`src/rtl/pwm_2_pkg.sv`:
```
// pwm_2_pkg: shared defaults and helpers for the push-button PWM generator.
//   Default period, duty step, initial duty, clamps and debounce length, all in
//   clk cycles, plus the width helper used to size counters and registers.
package pwm_2_pkg;

  localparam int unsigned PERIOD_CYCLES_DEF   = 100;
  localparam int unsigned STEP_CYCLES_DEF     = 5;
  localparam int unsigned DUTY_INIT_DEF       = 50;
  localparam int unsigned DUTY_MIN_DEF        = 5;
  localparam int unsigned DUTY_MAX_DEF        = 95;
  localparam int unsigned DEBOUNCE_CYCLES_DEF = 16;

  // Bits needed to hold any value in 0..max_val.
  function automatic int unsigned cnt_width(input int unsigned max_val);
    return (max_val < 2) ? 1 : $clog2(max_val + 1);
  endfunction

endpackage

```
`src/rtl/pwm_2_pb_debounce.sv`:
```
// pb_debounce: conditions one raw active-low push-button.
//   clk         : system clock, rising edge
//   rst         : asynchronous active-low reset
//   pb_n        : raw button pin, active-low, asynchronous to clk
//   press_pulse : one-cycle pulse per accepted press (debounced 1->0 edge)
module pb_debounce
  import pwm_2_pkg::*;
#(
  parameter int unsigned DEBOUNCE_CYCLES = DEBOUNCE_CYCLES_DEF
) (
  input  logic clk,
  input  logic rst,
  input  logic pb_n,
  output logic press_pulse
);

  localparam int unsigned    CW       = cnt_width(DEBOUNCE_CYCLES);
  localparam logic [CW-1:0]  CNT_LAST = CW'(DEBOUNCE_CYCLES - 1);

  logic          sync1_q, sync2_q;
  logic          db_q, db_d;
  logic [CW-1:0] cnt_q, cnt_d;
  logic          pulse_q, pulse_d;

  always_comb begin
    db_d    = db_q;
    cnt_d   = '0;
    // Count consecutive samples that disagree with the accepted level; any
    // agreeing sample restarts the count, so short glitches never get through.
    if (sync2_q != db_q) begin
      if (cnt_q == CNT_LAST) begin
        db_d  = sync2_q;
        cnt_d = '0;
      end else begin
        cnt_d = cnt_q + 1'b1;
      end
    end
    // Only the press edge (released -> pressed) is reported.
    pulse_d = db_q & ~db_d;
  end

  always_ff @(posedge clk or negedge rst) begin
    if (!rst) begin
      sync1_q <= 1'b1;
      sync2_q <= 1'b1;
      db_q    <= 1'b1;
      cnt_q   <= '0;
      pulse_q <= 1'b0;
    end else begin
      sync1_q <= pb_n;
      sync2_q <= sync1_q;
      db_q    <= db_d;
      cnt_q   <= cnt_d;
      pulse_q <= pulse_d;
    end
  end

  assign press_pulse = pulse_q;

endmodule

```
`src/rtl/pwm_2.sv`:
```
// pwm_2: single-channel PWM whose duty is stepped by two active-low buttons.
//   clk     : system clock, rising edge
//   rst     : asynchronous active-low reset
//   pb_inc  : raw increment button, active-low
//   pb_dec  : raw decrement button, active-low
//   pwm_out : registered PWM output, high for duty cycles of every period
module pwm_2
  import pwm_2_pkg::*;
#(
  parameter int unsigned PERIOD_CYCLES   = PERIOD_CYCLES_DEF,
  parameter int unsigned STEP_CYCLES     = STEP_CYCLES_DEF,
  parameter int unsigned DUTY_INIT       = DUTY_INIT_DEF,
  parameter int unsigned DUTY_MIN        = DUTY_MIN_DEF,
  parameter int unsigned DUTY_MAX        = DUTY_MAX_DEF,
  parameter int unsigned DEBOUNCE_CYCLES = DEBOUNCE_CYCLES_DEF
) (
  input  logic clk,
  input  logic rst,
  input  logic pb_inc,
  input  logic pb_dec,
  output logic pwm_out
);

  localparam int unsigned CW = cnt_width(PERIOD_CYCLES);
  // One guard bit so the step arithmetic can overflow/underflow visibly.
  localparam int unsigned AW = CW + 1;

  localparam logic [CW-1:0] CNT_LAST  = CW'(PERIOD_CYCLES - 1);
  localparam logic [CW-1:0] INIT_C    = CW'(DUTY_INIT);
  localparam logic [AW-1:0] STEP_A    = AW'(STEP_CYCLES);
  localparam logic [AW-1:0] MIN_A     = AW'(DUTY_MIN);
  localparam logic [AW-1:0] MAX_A     = AW'(DUTY_MAX);

  if (!(DUTY_MIN <= DUTY_INIT && DUTY_INIT <= DUTY_MAX &&
        DUTY_MAX <= PERIOD_CYCLES && STEP_CYCLES > 0)) begin : g_param_check
    $error("pwm_2: illegal duty/step parameters");
  end

  logic inc_pulse, dec_pulse;

  pb_debounce #(.DEBOUNCE_CYCLES(DEBOUNCE_CYCLES)) u_db_inc (
    .clk         (clk),
    .rst         (rst),
    .pb_n        (pb_inc),
    .press_pulse (inc_pulse)
  );

  pb_debounce #(.DEBOUNCE_CYCLES(DEBOUNCE_CYCLES)) u_db_dec (
    .clk         (clk),
    .rst         (rst),
    .pb_n        (pb_dec),
    .press_pulse (dec_pulse)
  );

  logic [CW-1:0] cnt_q, cnt_d;
  logic [CW-1:0] shadow_q, shadow_d;
  logic [CW-1:0] duty_q, duty_d;
  logic          pwm_q, pwm_d;
  logic [AW-1:0] sum_a, diff_a;

  always_comb begin
    sum_a    = {1'b0, shadow_q} + STEP_A;
    diff_a   = {1'b0, shadow_q} - STEP_A;
    shadow_d = shadow_q;
    // Simultaneous presses cancel out.
    if (inc_pulse && !dec_pulse) begin
      shadow_d = (sum_a > MAX_A) ? CW'(MAX_A) : CW'(sum_a);
    end else if (dec_pulse && !inc_pulse) begin
      // Guard bit set means the subtraction went below zero.
      shadow_d = (diff_a[AW-1] || diff_a < MIN_A) ? CW'(MIN_A) : CW'(diff_a);
    end

    // Active duty only changes at the period boundary, so every pulse is whole.
    if (cnt_q == CNT_LAST) begin
      cnt_d  = '0;
      duty_d = shadow_q;
    end else begin
      cnt_d  = cnt_q + 1'b1;
      duty_d = duty_q;
    end

    pwm_d = (cnt_q < duty_q);
  end

  always_ff @(posedge clk or negedge rst) begin
    if (!rst) begin
      cnt_q    <= '0;
      shadow_q <= INIT_C;
      duty_q   <= INIT_C;
      pwm_q    <= 1'b0;
    end else begin
      cnt_q    <= cnt_d;
      shadow_q <= shadow_d;
      duty_q   <= duty_d;
      pwm_q    <= pwm_d;
    end
  end

  assign pwm_out = pwm_q;

endmodule

```
`config.mk`:
```
export PLATFORM = sky130hd
export DESIGN_NAME = pwm_2
export DESIGN_NICKNAME = d
export VERILOG_FILES = /design/src/rtl/pwm_2_pkg.sv /design/src/rtl/pwm_2_pb_debounce.sv /design/src/rtl/pwm_2.sv
export SDC_FILE = /design/constraint.sdc
export NUM_CORES = 1
export LEC_CHECK = 0
export CAP_MARGIN = 30
export CORE_ASPECT_RATIO = 2
export CORE_MARGIN = 2
export CORE_UTILIZATION = 30
export CTS_BUF_LIST = sky130_fd_sc_hd__clkbuf_16
export DETAILED_ROUTE_END_ITERATION = 7
export SYNTH_ARGS = -nofsm -noshare
export SYNTH_HDL_FRONTEND = slang
export SYNTH_SLANG_ARGS = --single-unit
```
`constraint.sdc`:
```
create_clock -name clk -period 4.6 [get_ports clk]
set_input_delay 0.69 -clock clk [delete_from_list [all_inputs] [get_ports clk]]
set_output_delay 0.69 -clock clk [all_outputs]
set_load 0.005 [all_outputs]
```
# [Word level (Yosys, flattened, before mapping)]
# Cells that the tools add are included.
# W data, S select, Z words.
[totals] input_bits=4 latch_bits=0 regBits=40 ram_bits=0 n_memories=0 out_inout_bits=1 rom_bits=0
[op_classes] n_eq_ne=5 muxes=13 n_lt_le_gt_ge=3 multipliers=0 n_reduce_logical=6 add_sub_neg=5 bitwise=4 shifts=0 div_mod_pow=0
[ops] op="$mux W7" n=5
[ops] op="$mux W5" n=4
[ops] op="$add A5 B1 Y5 const B" n=2
[ops] op="$eq A5 B4 Y1 const B" n=2
[ops] op="$add A7 B3 Y8 const B" n=1
[ops] op="$gt A8 B7 Y1 const B" n=1
[ops] op="$lt A8 B3 Y1 const B" n=1
[ops] op="$sub A7 B3 Y8 const B" n=1
[ops] op="$add A7 B1 Y7 const B" n=1
[ops] op="$eq A7 B7 Y1 const B" n=1
[ops] op="$lt A7 B7 Y1" n=1
[ops] op="$mux W1" n=4
[ops] op="$and A1 B1 Y1" n=2
[ops] op="$logic_and A1 B1 Y1" n=2
[ops] op="$logic_not A1 Y1" n=2
[ops] op="$ne A1 B1 Y1" n=2
[ops] op="$not A1 Y1" n=2
[ops] op="$reduce_bool A2 Y1" n=1
[ops] op="$logic_or A1 B1 Y1" n=1

# [Longest topological paths before layout]
[depth] word_depth=6 mapped_depth=8

# [Modules after synthesis]
# A second synthesis with hierarchy kept.
[unflattened] cells_unflattened=223 hier_area_um2=2250.9
[by_module_without_submodules] module="pwm_2" seq_area_each_um2=558.0 area_per_inst_um2=1567.8 instances=1 cells_each=173
[by_module_without_submodules] module="pb_debounce" seq_area_each_um2=229.0 area_per_inst_um2=341.6 instances=2 cells_each=25

# [Worst setup path before layout]
# No wires, ideal clock.
[synth_path] path_type="reg-to-reg" from="reg shadow_q[1]" to="reg shadow_q[2]" period_less_slack_ns=2.012 arrival_ns=1.876 setup_slack_ns=2.588 setup_time_ns=0.136 path_stages_with_launch=9 required_ns=4.464 path_cell_list="dfstp_2 > buf_2 > inv_1 > ha_1 > or2_2 > a222oi_1 > a2bb2oi_2 > or2_1 > a22oi_1"
[synth_via] elab_chain_len=6 elab_cells_between_ends=9
[synth_rtl] element="start: declaration" line="pwm_2.sv:56" rtl="logic [CW-1:0] shadow_q, shadow_d;"
[synth_rtl] element="start signal: assignment" line="pwm_2.sv:93" rtl="shadow_q <= shadow_d;"
[synth_rtl] element="$sub A7 B3 Y8" line="pwm_2.sv:63" rtl="diff_a = {1'b0, shadow_q} - STEP_A;"
[synth_rtl] element="$lt A8 B3 Y1" line="pwm_2.sv:70" rtl="shadow_d = (diff_a[AW-1] || diff_a < MIN_A) ? CW'(MIN_A) : CW'(diff_a);"
[synth_rtl] element="$logic_or A1 B1 Y1" line="pwm_2.sv:70"
[synth_rtl] element="$mux W7" line="pwm_2.sv:70"
[synth_rtl] element="$mux W7" line="pwm_2.sv:68" rtl="end else if (dec_pulse && !inc_pulse) begin"
[synth_rtl] element="$mux W7 *" line="pwm_2.sv:66" rtl="if (inc_pulse && !dec_pulse) begin"
# Every way passes the cells marked *; elsewhere a longest branch is shown, timed or not. The select of a mux whose other input is x is not followed.
# A chain may end at the register's enable or synchronous reset.

# [Final worst setup path]
# Same ends and word-level chain as after synthesis.

==> results.txt <==
- Clock tree from TritonCTS: built
* Max_cap viols: 0
- Slowest stage cell on the critical path: dfstp_2
- Number of antenna violations at the first check in global routing: 0
- CTS clock-pin slew for the worst setup and hold paths: roughly 0.06 ns
- For this design, the CTS-stage hold fixing added 0 buffers.
* Critical path endpoint category: flop
- Worst IR drop on VDD: ~0.00024 V
- Number of cell rows: 43
* Setup Buffers After CTS: 0
- In this run, CTS created clock tree buffers numbering 5.
- The post-route netlist has around an eighth of its cells at a drive strength greater than 1.
* Outcome: finished clean
* Worst hold path type: reg -> reg
- For this design the ratio of total power to cell area is 297.3 mW/mm2.
- Slew of the pin with the lowest slew margin: 0.8755 ns
- Traced cell by cell, the critical path runs through inv_1, ha_1, or2_2, a222oi_1, a2bb2oi_2, or2_1, a22oi_1.
* Number of optimization iterations in the first detailed-route pass: 4
- Startpoint of the most critical register-to-register path: shadow_q[1]$_DFFE_PN1P_
* Max clock buf depth: 2
- The worst hold path begins at u_db_dec.sync1_q$_DFF_PN1_.
- The library cell used most frequently in the layout, excluding fill and tap cells, is dfrtp_1.
* Mapped Nets: 240
- Peak Freq: around 470 MHz
- In the synthesized netlist the async set-or-reset flop fraction comes to 100.0%.
* Final estimated routing congestion in global placement: between 0.8 and 0.9
- The worst hold path terminates at u_db_dec.sync2_q$_DFF_PN1_.
- Total global-route track usage: 12.31%
- The critical path is of the reg -> reg type.
* Total half-perimeter wirelength after legalization and detailed placement: 3.163 mm
- Port buffering added 4 buffers.
- Synthesized instance count: ~220
- The cell sitting at the root of the clock tree is a clkbuf_16.
* Number of enable-type register cells in the synthesized netlist: 0
- For this block, the routed nets add up to about 4.3 mm of wire.
* Syn Std Cell Area: about 0.0022 mm2
* First-iteration detailed-routing DRC count: between 40 and 50
* Worst setup SP type: flop
- After detailed routing, the average wire length per cell comes to ~14 um.
* Starting density of the core: a little under a third
* Crit share post-route: 46.28%
* Depth of the most critical reg-to-reg path: 7
- In the layout the commonest cells are 28 x dfrtp_1, 19 x o21ai_0, 18 x nor2_1.
- Clock latency on the worst-skew pair, taken at its later pin, is between 0.2 and 0.3 ns.
- Largest net degree at the start of global routing: between 40 and 50
- 5 I/O pins were placed.
- Post-CTS repair changed the size of 0 cells.
* Clock H-tree levels: 2
* Pleak: 0.9966 nW
- First-pass GRT wire length: between 7 and 8 mm
- Final-layout setup total negative slack: 0 ns
* Via count normalized by instance count: 5.178
- The setup check on the worst reg-to-reg path leaves a slack of 2.47 ns.
- At the worst endpoint, the required time is 4.75 ns.
* Post-synth top flop: dfrtp_1
- The die covers approximately 0.0080 mm2.
* Clk_skew: between 0.004 and 0.005 ns
- Post-detailed-route count of antenna-violating nets: 0
* Worst Path Arrival: 2.28 ns
- Average instance area after synthesis: just under 10 um2
- The area growth from synthesis to layout is 11.02%.
- Nets: about 240
- The die is about 120 um tall.
* Hold Path Stages: 0
- Prior to clock tree synthesis, the placed netlist has a worst setup slack of ~2.5 ns.
- Horizontal extent of the die: ~64 um
- Setup repair after global routing left no endpoint under its margin.
- Final count of pins violating max slew: 0
* Max FO, Critical Path: 9
* Area of the core: 0.006994 mm2
- Drt drc: 0
- Crit Reg-Reg Endpoint: shadow_q[2]$_DFFE_PN0P_
* Final number of hold-violating endpoints: 0
- After layout, the minimum clock period comes to 2.129 ns.
* Worst Slack Setup Final: 2.471 ns
- Setup violations remaining at the end of the flow were counted as 0.
* Vias in the first global route: ~1,700
* YS warnings: 0
- Total number of vias: 1,631
- Count of unique library cells instantiated by Yosys: 51
* Sequential-to-total area share from yosys stat: between 40% and 50%
- Overall overflow remaining after global route: 0
* Clock sink count: 40
- Number of antenna cells inserted: 0
- Total of flip-flops plus latches after synthesis: 40
- On the worst path, the slowest cell contributes a delay of approximately 0.62 ns.
* Worst slew margin: roughly two fifths
critical path, delay by kind of cell (launching register included):
kind | cells | cell delay, ns
flip-flops | 1 | 0.62
adder cells (fa/ha/maj) | 1 | 0.26
buffers and inverters | 1 | 0.09
AND/OR/NAND/NOR | 2 | 0.44
AO/OA/AOI/OAI | 3 | 0.58
state kept, by name, indices dropped and copies added, names as in the netlist:
register              flops
pwm_out                   1
u_db_dec.press_pulse      1
duty_q                    7
u_db_dec.cnt_q            5
u_db_inc.db_q             1
u_db_inc.press_pulse      1
u_db_inc.sync2_q          1
u_db_inc.sync1_q          1
shadow_q                  7
u_db_dec.db_q             1
u_db_dec.sync2_q          1
u_db_dec.sync1_q          1
u_db_inc.cnt_q            5
cnt_q                     7
area by class of cell:
cell class / count / area, um2
tap: 90 / 112.6
clock buffer: 5 / 125.1
fill: 760 / 4587
sequential: 40 / 1016
inverter: 14 / 52.55
multi-input combinational: 158 / 1040
timing repair buffer: 5 / 42.54
clock inverter: 3 / 18.77
cells in the mapped netlist (all sizes together), types with 2 or more instances:
cell	n	area share (%)
ha	13	7.5
xnor2	3	1.2
nor4	2	0.87
and2	3	0.87
a31oi	4	1.2
clkbuf	6	1.0
nand3	9	2.1
inv	14	2.4
nor4b	2	0.81
o22ai	2	0.58
xor2	6	2.4
dfrtp	28	32
nand4	2	0.58
a21oi	13	3.2
nor2	18	3.1
mux2	3	1.6
nor2b	3	0.87
nand2	14	2.4
or2	3	0.87
nor3	6	1.4
a2bb2oi	2	1.1
or4	2	0.69
and3	3	0.87
buf	5	1.7
dfstp	12	15
o21ai	20	4.6
nand2b	3	0.87
a22oi	4	1.4
a21o	2	0.69
cell families (layout without fill, tap and decap cells):
kind of cell	after synthesis	after routing	synth area share (%)
fa+ha+maj	13	13	7.502
mux	4	4	2.020
compound gates	58	58	17.08
xor+xnor	9	9	3.636
simple gates	74	74	17.72
flops	40	40	46.85
buf+inv	25	27	5.193
worst max-delay path by stage:
stage / slack, ns / start / end
finish: 2.47 / shadow_q[1]$_DFFE_PN1P_ / shadow_q[2]$_DFFE_PN0P_
global route: 2.26 / shadow_q[0]$_DFFE_PN0P_ / shadow_q[2]$_DFFE_PN0P_
CTS: 2.48 / shadow_q[1]$_DFFE_PN1P_ / shadow_q[2]$_DFFE_PN0P_
detailed placement: 2.50 / shadow_q[1]$_DFFE_PN1P_ / shadow_q[2]$_DFFE_PN0P_
global placement: 2.51 / shadow_q[1]$_DFFE_PN1P_ / shadow_q[2]$_DFFE_PN0P_
floorplan: 2.59 / shadow_q[1]$_DFFE_PN1P_ / shadow_q[2]$_DFFE_PN0P_
power breakdown:
part	leakage, nW	total, W	switching (W)	internal [W]
Combinational	0.427	0.0000172	0.0000112	0.00000603
Sequential	0.496	0.000364	0.00000423	0.000360
Clock	0.0736	0.000334	0.000135	0.000199
metrics by stage:
step	power [W]	utilization (%)	hold slack [ns]	instances	cell area [um2]
floorplan	0.0003767	-	0.3452	223	2168
global placement	0.0003877	32.25	0.3465	306	2256
detailed placement	0.0003883	32.36	0.3510	307	2263
CTS	0.0007292	34.42	0.3599	315	2407
global route	0.0007457	34.42	0.3614	315	2407
finish	0.0007158	34.42	0.3576	315	2407
metal layers:
layer	track usage [%]	wire length, um
met5	0	0
met4	6.633	140
met3	1.899	61
met1	12.59	1658
met2	22.92	2463
No activity file was read; power rests on OpenSTA's default activity.
==> RTL edit 1: new RTL, same flow settings <==
Reset style: synchronous (`rst`), changed in 2 clocked blocks. Comments in the files are not updated.
--- a/src/rtl/pwm_2_pb_debounce.sv
+++ b/src/rtl/pwm_2_pb_debounce.sv
@@ -39,7 +39,7 @@
     pulse_d = db_q & ~db_d;
   end
 
-  always_ff @(posedge clk or negedge rst) begin
+  always_ff @(posedge clk) begin
     if (!rst) begin
       sync1_q <= 1'b1;
       sync2_q <= 1'b1;
--- a/src/rtl/pwm_2.sv
+++ b/src/rtl/pwm_2.sv
@@ -82,7 +82,7 @@
     pwm_d = (cnt_q < duty_q);
   end
 
-  always_ff @(posedge clk or negedge rst) begin
+  always_ff @(posedge clk) begin
     if (!rst) begin
       cnt_q    <= '0;
       shadow_q <= INIT_C;
Formal check against the unedited RTL: differs if rst is asserted again (counterexample within 4 cycles, from zero or initial values and one cycle with rst low); with rst held inactive, the same outputs for 10 cycles.
==> RTL edit 1 against the original RTL <==
Setup slack improved by 0.051 ns. Via count fell by 6.4%. Sequential cell count unchanged. Clock power is 18% higher. Worst hold slack better by 0.061 ns. Power grew 7.3%. Die area decreased by 6.8%. Non-clock buffer count unchanged. Wire length down 13%. Synthesized area shrank 7.1%. Combinational power grew 7%. Final area fell by 4.7%. Largest cell class unchanged. Highest routed layer unchanged.
==> RTL edit 1: results <==
set metrics [dict create \
    wl_met1_um 1453 \
    finalClockSkew_ns 0.005481 \
    vias_per_cell 4.772 \
    via_count 1527 \
    htree_num_levels 2 \
    dp.cells 312 \
    grt_pass1_wl_um 6575 \
    seq_area_frac_synth_pct 39.75 \
    yosys-mux-area-fraction_pct 4.037 \
    avgRoutedWirePerCell_um 11.73 \
    yosys-top-cells-area "dfxtp_1, ha_1, nor2_1" \
    synth-compound-area-share_pct 15.03 \
    top_regs "cnt_q (7), duty_q (7), shadow_q (7)" \
    static-leakage-power_nw 0.9036 \
    r2r_cells 7 \
    async_flop_share_pct 0 \
    clkTransAtPathRegs_ns 0.06 \
    fillCellCount 681 \
    hold-path-cell-count 1 \
    ir_worst_vdd_mv 0.2682 \
    worst_pin_slew_ns 0.8414 \
    grt_usage_pct 11.78 \
    wl_met3_um 74 \
    wl_met2_um 2106 \
    cp_max_fo 13 \
    arrival_ns 2.29 \
    synth_cell_type_count 47 \
    cts-root-buf "clkbuf_16" \
    post-place-ws_ns 2.280 \
    synthTopCellsByCount "dfxtp_1, nor2_1, inv_1" \
    place_hpwl_um 2852 \
    synthCells 229 \
    drt_pass1_iterations 5 \
    status "finished clean" \
    dpl_cell_area_um2 2122 \
    io_buffers 4 \
    numCtsBuffers 5 \
    clk-insertion-delay-late_ns 0.28 \
    synthXorXnorAreaFrac_pct 6.087 \
    drive_gt1_share_pct 6.466 \
    cts_resized 0 \
    synthFlopType "dfxtp_1" \
    highest_layer "met4" \
    yosysWarnings 0 \
    cp_slowest_cell "or3_4" \
    grt_max_degree 28 \
    hold_class "flop to flop" \
    cpPeakStageDelay_ns 0.40 \
    synth_fa_ha_area_share_pct 9.317 \
    syn_nets 248 \
    place_congestion 0.8161 \
    drt-initial-drc-count 32 \
    post-cts-setup-buffers 0 \
]
RTL edit 1: changes by cell type in the layout (fill, tap and decap cells not counted), sizes merged, moves of 5 or more:
| cell | unedited run | this run |
|---|---|---|
| dfstp | 12 | 0 |
| nand2b | 3 | 8 |
| o21ai | 20 | 11 |
| dfrtp | 28 | 0 |
| dfxtp | 0 | 40 |
| nor2 | 18 | 25 |
| mux2i | 1 | 7 |
RTL edit 1: cell type report:
| cell class | instances | area, um2 | area share, % |
|---|---|---|---|
| clock buffers | 5 | 125.1 | 5.456 |
| clock inverters | 3 | 46.29 | 2.019 |
| inverters | 17 | 63.81 | 2.782 |
| multi-input cells | 162 | 1100 | 47.95 |
| flip-flops and latches | 40 | 800.8 | 34.92 |
| well taps | 88 | 110.1 | 4.801 |
| repair buffers | 5 | 47.55 | 2.073 |
RTL edit 1: metal layers:
| metal | global-route usage [%] | vias up |
|---|---|---|
| met4 | 6.649 | 0 |
| li1 | - | 791 |
| met1 | 12.32 | 710 |
| met5 | 0 | - |
| met2 | 20.64 | 18 |
| met3 | 1.940 | 8 |
RTL edit 1: final timing paths:
| kind | startpoint | end | slack (ns) |
|---|---|---|---|
| setup / recovery | u_db_dec.press_pulse$_SDFF_PN0_ | shadow_q[6]$_SDFFE_PN0P_ | 2.52 |
| setup reg to reg | u_db_dec.press_pulse$_SDFF_PN0_ | shadow_q[6]$_SDFFE_PN0P_ | 2.52 |
| hold reg to reg | u_db_dec.sync1_q$_SDFF_PN1_ | u_db_dec.sync2_q$_SDFF_PN1_ | 0.42 |
| hold / removal | u_db_dec.sync1_q$_SDFF_PN1_ | u_db_dec.sync2_q$_SDFF_PN1_ | 0.42 |
RTL edit 1: cells by family (layout without fill, tap and decap cells):
group / after synthesis / after routing
DFF: 40 / 40
AOI/OAI and AO/OA: 45 / 45
xor gates and xnor gates: 14 / 14
adders and majority gates: 15 / 15
muxes: 8 / 8
buffers and inverters: 27 / 30
and+or+nand+nor: 80 / 80
RTL edit 1: report_power, final:
group / switching, mW / internal (mW) / leakage, nW
combinational: 0.00915 / 0.00926 / 0.499
sequential: 0.00361 / 0.351 / 0.325
clock: 0.137 / 0.257 / 0.0804
total: 0.150 / 0.618 / 0.904
RTL edit 1: worst max-delay path: cells and delay by family (launching register included):
| kind | cells | cell delay, ns |
|---|---|---|
| buffers and inverters | 1 | 0.04 |
| AOI/OAI and AO/OA | 3 | 0.61 |
| DFF | 1 | 0.30 |
| adders and majority gates | 1 | 0.32 |
| and+or+nand+nor | 2 | 0.73 |
==> RTL edit 2: new RTL, config.mk and constraints unchanged <==
Without the edit above. The package constant `DEBOUNCE_CYCLES_DEF` goes from 16 to 15.
--- a/src/rtl/pwm_2_pkg.sv
+++ b/src/rtl/pwm_2_pkg.sv
@@ -8,7 +8,7 @@
   localparam int unsigned DUTY_INIT_DEF       = 50;
   localparam int unsigned DUTY_MIN_DEF        = 5;
   localparam int unsigned DUTY_MAX_DEF        = 95;
-  localparam int unsigned DEBOUNCE_CYCLES_DEF = 16;
+  localparam int unsigned DEBOUNCE_CYCLES_DEF = 15;
 
   // Bits needed to hold any value in 0..max_val.
   function automatic int unsigned cnt_width(input int unsigned max_val);
Behaviour: no difference found for any inputs over 10 cycles, from zero or initial values and one cycle with rst low; that may be too few to reach the edited logic, so the function may still have changed.
==> RTL edit 2 against the original RTL <==
Sequential share of layout area is 1.1 points lower. Final area is 2.4% lower. First-iteration DRC count is 57% lower. Via count is 8.2% lower. Synthesized area is 2.4% lower. Combinational power hardly changed. Sequential cell count is 2 lower. Worst hold slack worse by 0.0095 ns. Power is 2.8% lower. Wire length is 4.3% lower. Cell count is 2.9% lower. Setup slack better by 0.22 ns.
==> RTL edit 2: results <==
set metrics [dict create \
    setup_tns_ns 0 \
    grt_pass1_wl_um 7334 \
    place_congestion 0.7731 \
    synthTopCellsByCount "dfrtp_1, nor2_1, nand2_1" \
    static-leakage-power_nw 0.9621 \
    yosysWarnings 0 \
    yosys-mux-area-fraction_pct 1.064 \
    grt_usage_pct 12.45 \
    avgSynthCellArea_um2 9.933 \
    place_hpwl_um 3016 \
    grt_max_degree 39 \
    nets 234 \
    top_regs "cnt_q (7), duty_q (7), shadow_q (7)" \
    yosys-top-cells-area "dfrtp_1, dfstp_2, ha_1" \
    synth_fa_ha_area_share_pct 8.870 \
    status "finished clean" \
    ir_worst_vdd_mv 0.2661 \
    avgRoutedWirePerCell_um 13.52 \
    cp_max_fo 6 \
    critPathTopFamily "compound AO/OA/AOI/OAI gates" \
    wl_met2_um 2359 \
    wl_met3_um 81 \
    vias_per_cell 4.892 \
    dp.cells 298 \
    synth-compound-area-share_pct 17.86 \
    ctsLongestPathBuffers 2 \
    wl_met1_um 1517 \
    drt-initial-drc-count 21 \
    grt_pass1_vias 1551 \
    maxSlewHeadroom_pct 44.48 \
    finalClockSkew_ns 0.006779 \
    post-place-ws_ns 2.697 \
    synth_cell_type_count 54 \
    drive_gt1_share_pct 14.81 \
    synthXorXnorAreaFrac_pct 4.554 \
    async_flop_share_pct 100.0 \
    dpl_cell_area_um2 2210 \
    seq_area_frac_synth_pct 45.65 \
    highest_layer "met4" \
    final_cells 306 \
    cpPeakStageDelay_ns 0.59 \
    antenna_found_initial 0 \
    arrival_ns 2.07 \
    clk-insertion-delay-late_ns 0.29 \
]
-- RTL edit 2: worst paths after layout --
kind | startpoint | endpoint | slack (ns) | depth (start not counted)
worst min-delay path | u_db_inc.sync1_q$_DFF_PN1_ | u_db_inc.sync2_q$_DFF_PN1_ | 0.35 | 0
worst max register to register | shadow_q[1]$_DFFE_PN1P_ | shadow_q[2]$_DFFE_PN0P_ | 2.69 | 6
worst max-delay path | shadow_q[1]$_DFFE_PN1P_ | shadow_q[2]$_DFFE_PN0P_ | 2.69 | 6
worst min register to register | u_db_inc.sync1_q$_DFF_PN1_ | u_db_inc.sync2_q$_DFF_PN1_ | 0.35 | 0
min in group asynchronous | rst | shadow_q[6]$_DFFE_PN0P_ | 0.50 | 1
max in group asynchronous | rst | u_db_dec.cnt_q[1]$_DFF_PN0_ | 3.56 | 1
-- RTL edit 2: area by class of cell --
| cell class | count | area [um2] |
|---|---|---|
| fillers | 731 | 4538 |
| clock buffers | 5 | 125.1 |
| well taps | 90 | 112.6 |
| multi-input cells | 151 | 1040 |
| flip-flops and latches | 38 | 965.9 |
| inverters | 15 | 56.30 |
| repair buffers | 4 | 35.03 |
| clock inverters | 3 | 13.76 |
-- RTL edit 2: worst reg2reg max path: stages, from the launching register on --
cell     delay (ns)
dfstp_2        0.59
ha_1           0.30
o211a_4        0.21
o22a_1         0.18
nand2_2        0.08
o41ai_1        0.31
o22ai_2        0.11
-- RTL edit 2: cell families (layout without fill, tap and decap cells) --
logic type / count (synthesis) / after routing
compound gates: 55 / 55
xor+xnor: 11 / 11
fa+ha+maj: 15 / 15
buf+inv: 24 / 27
flops: 38 / 38
mux: 2 / 2
simple gates: 68 / 68
-- RTL edit 2: per-layer routing --
metal,global-route usage [%],up-vias
met5,0,-
met4,9.103,0
li1,-,750
met1,11.79,720
met3,2.200,13
met2,23.36,14
-- RTL edit 2: power breakdown --
group | total (mW) | switching [mW] | internal, mW
Sequential | 0.347 | 0.00496 | 0.342
Combinational | 0.0172 | 0.0109 | 0.00627
Clock | 0.331 | 0.134 | 0.197
Total | 0.695 | 0.150 | 0.545
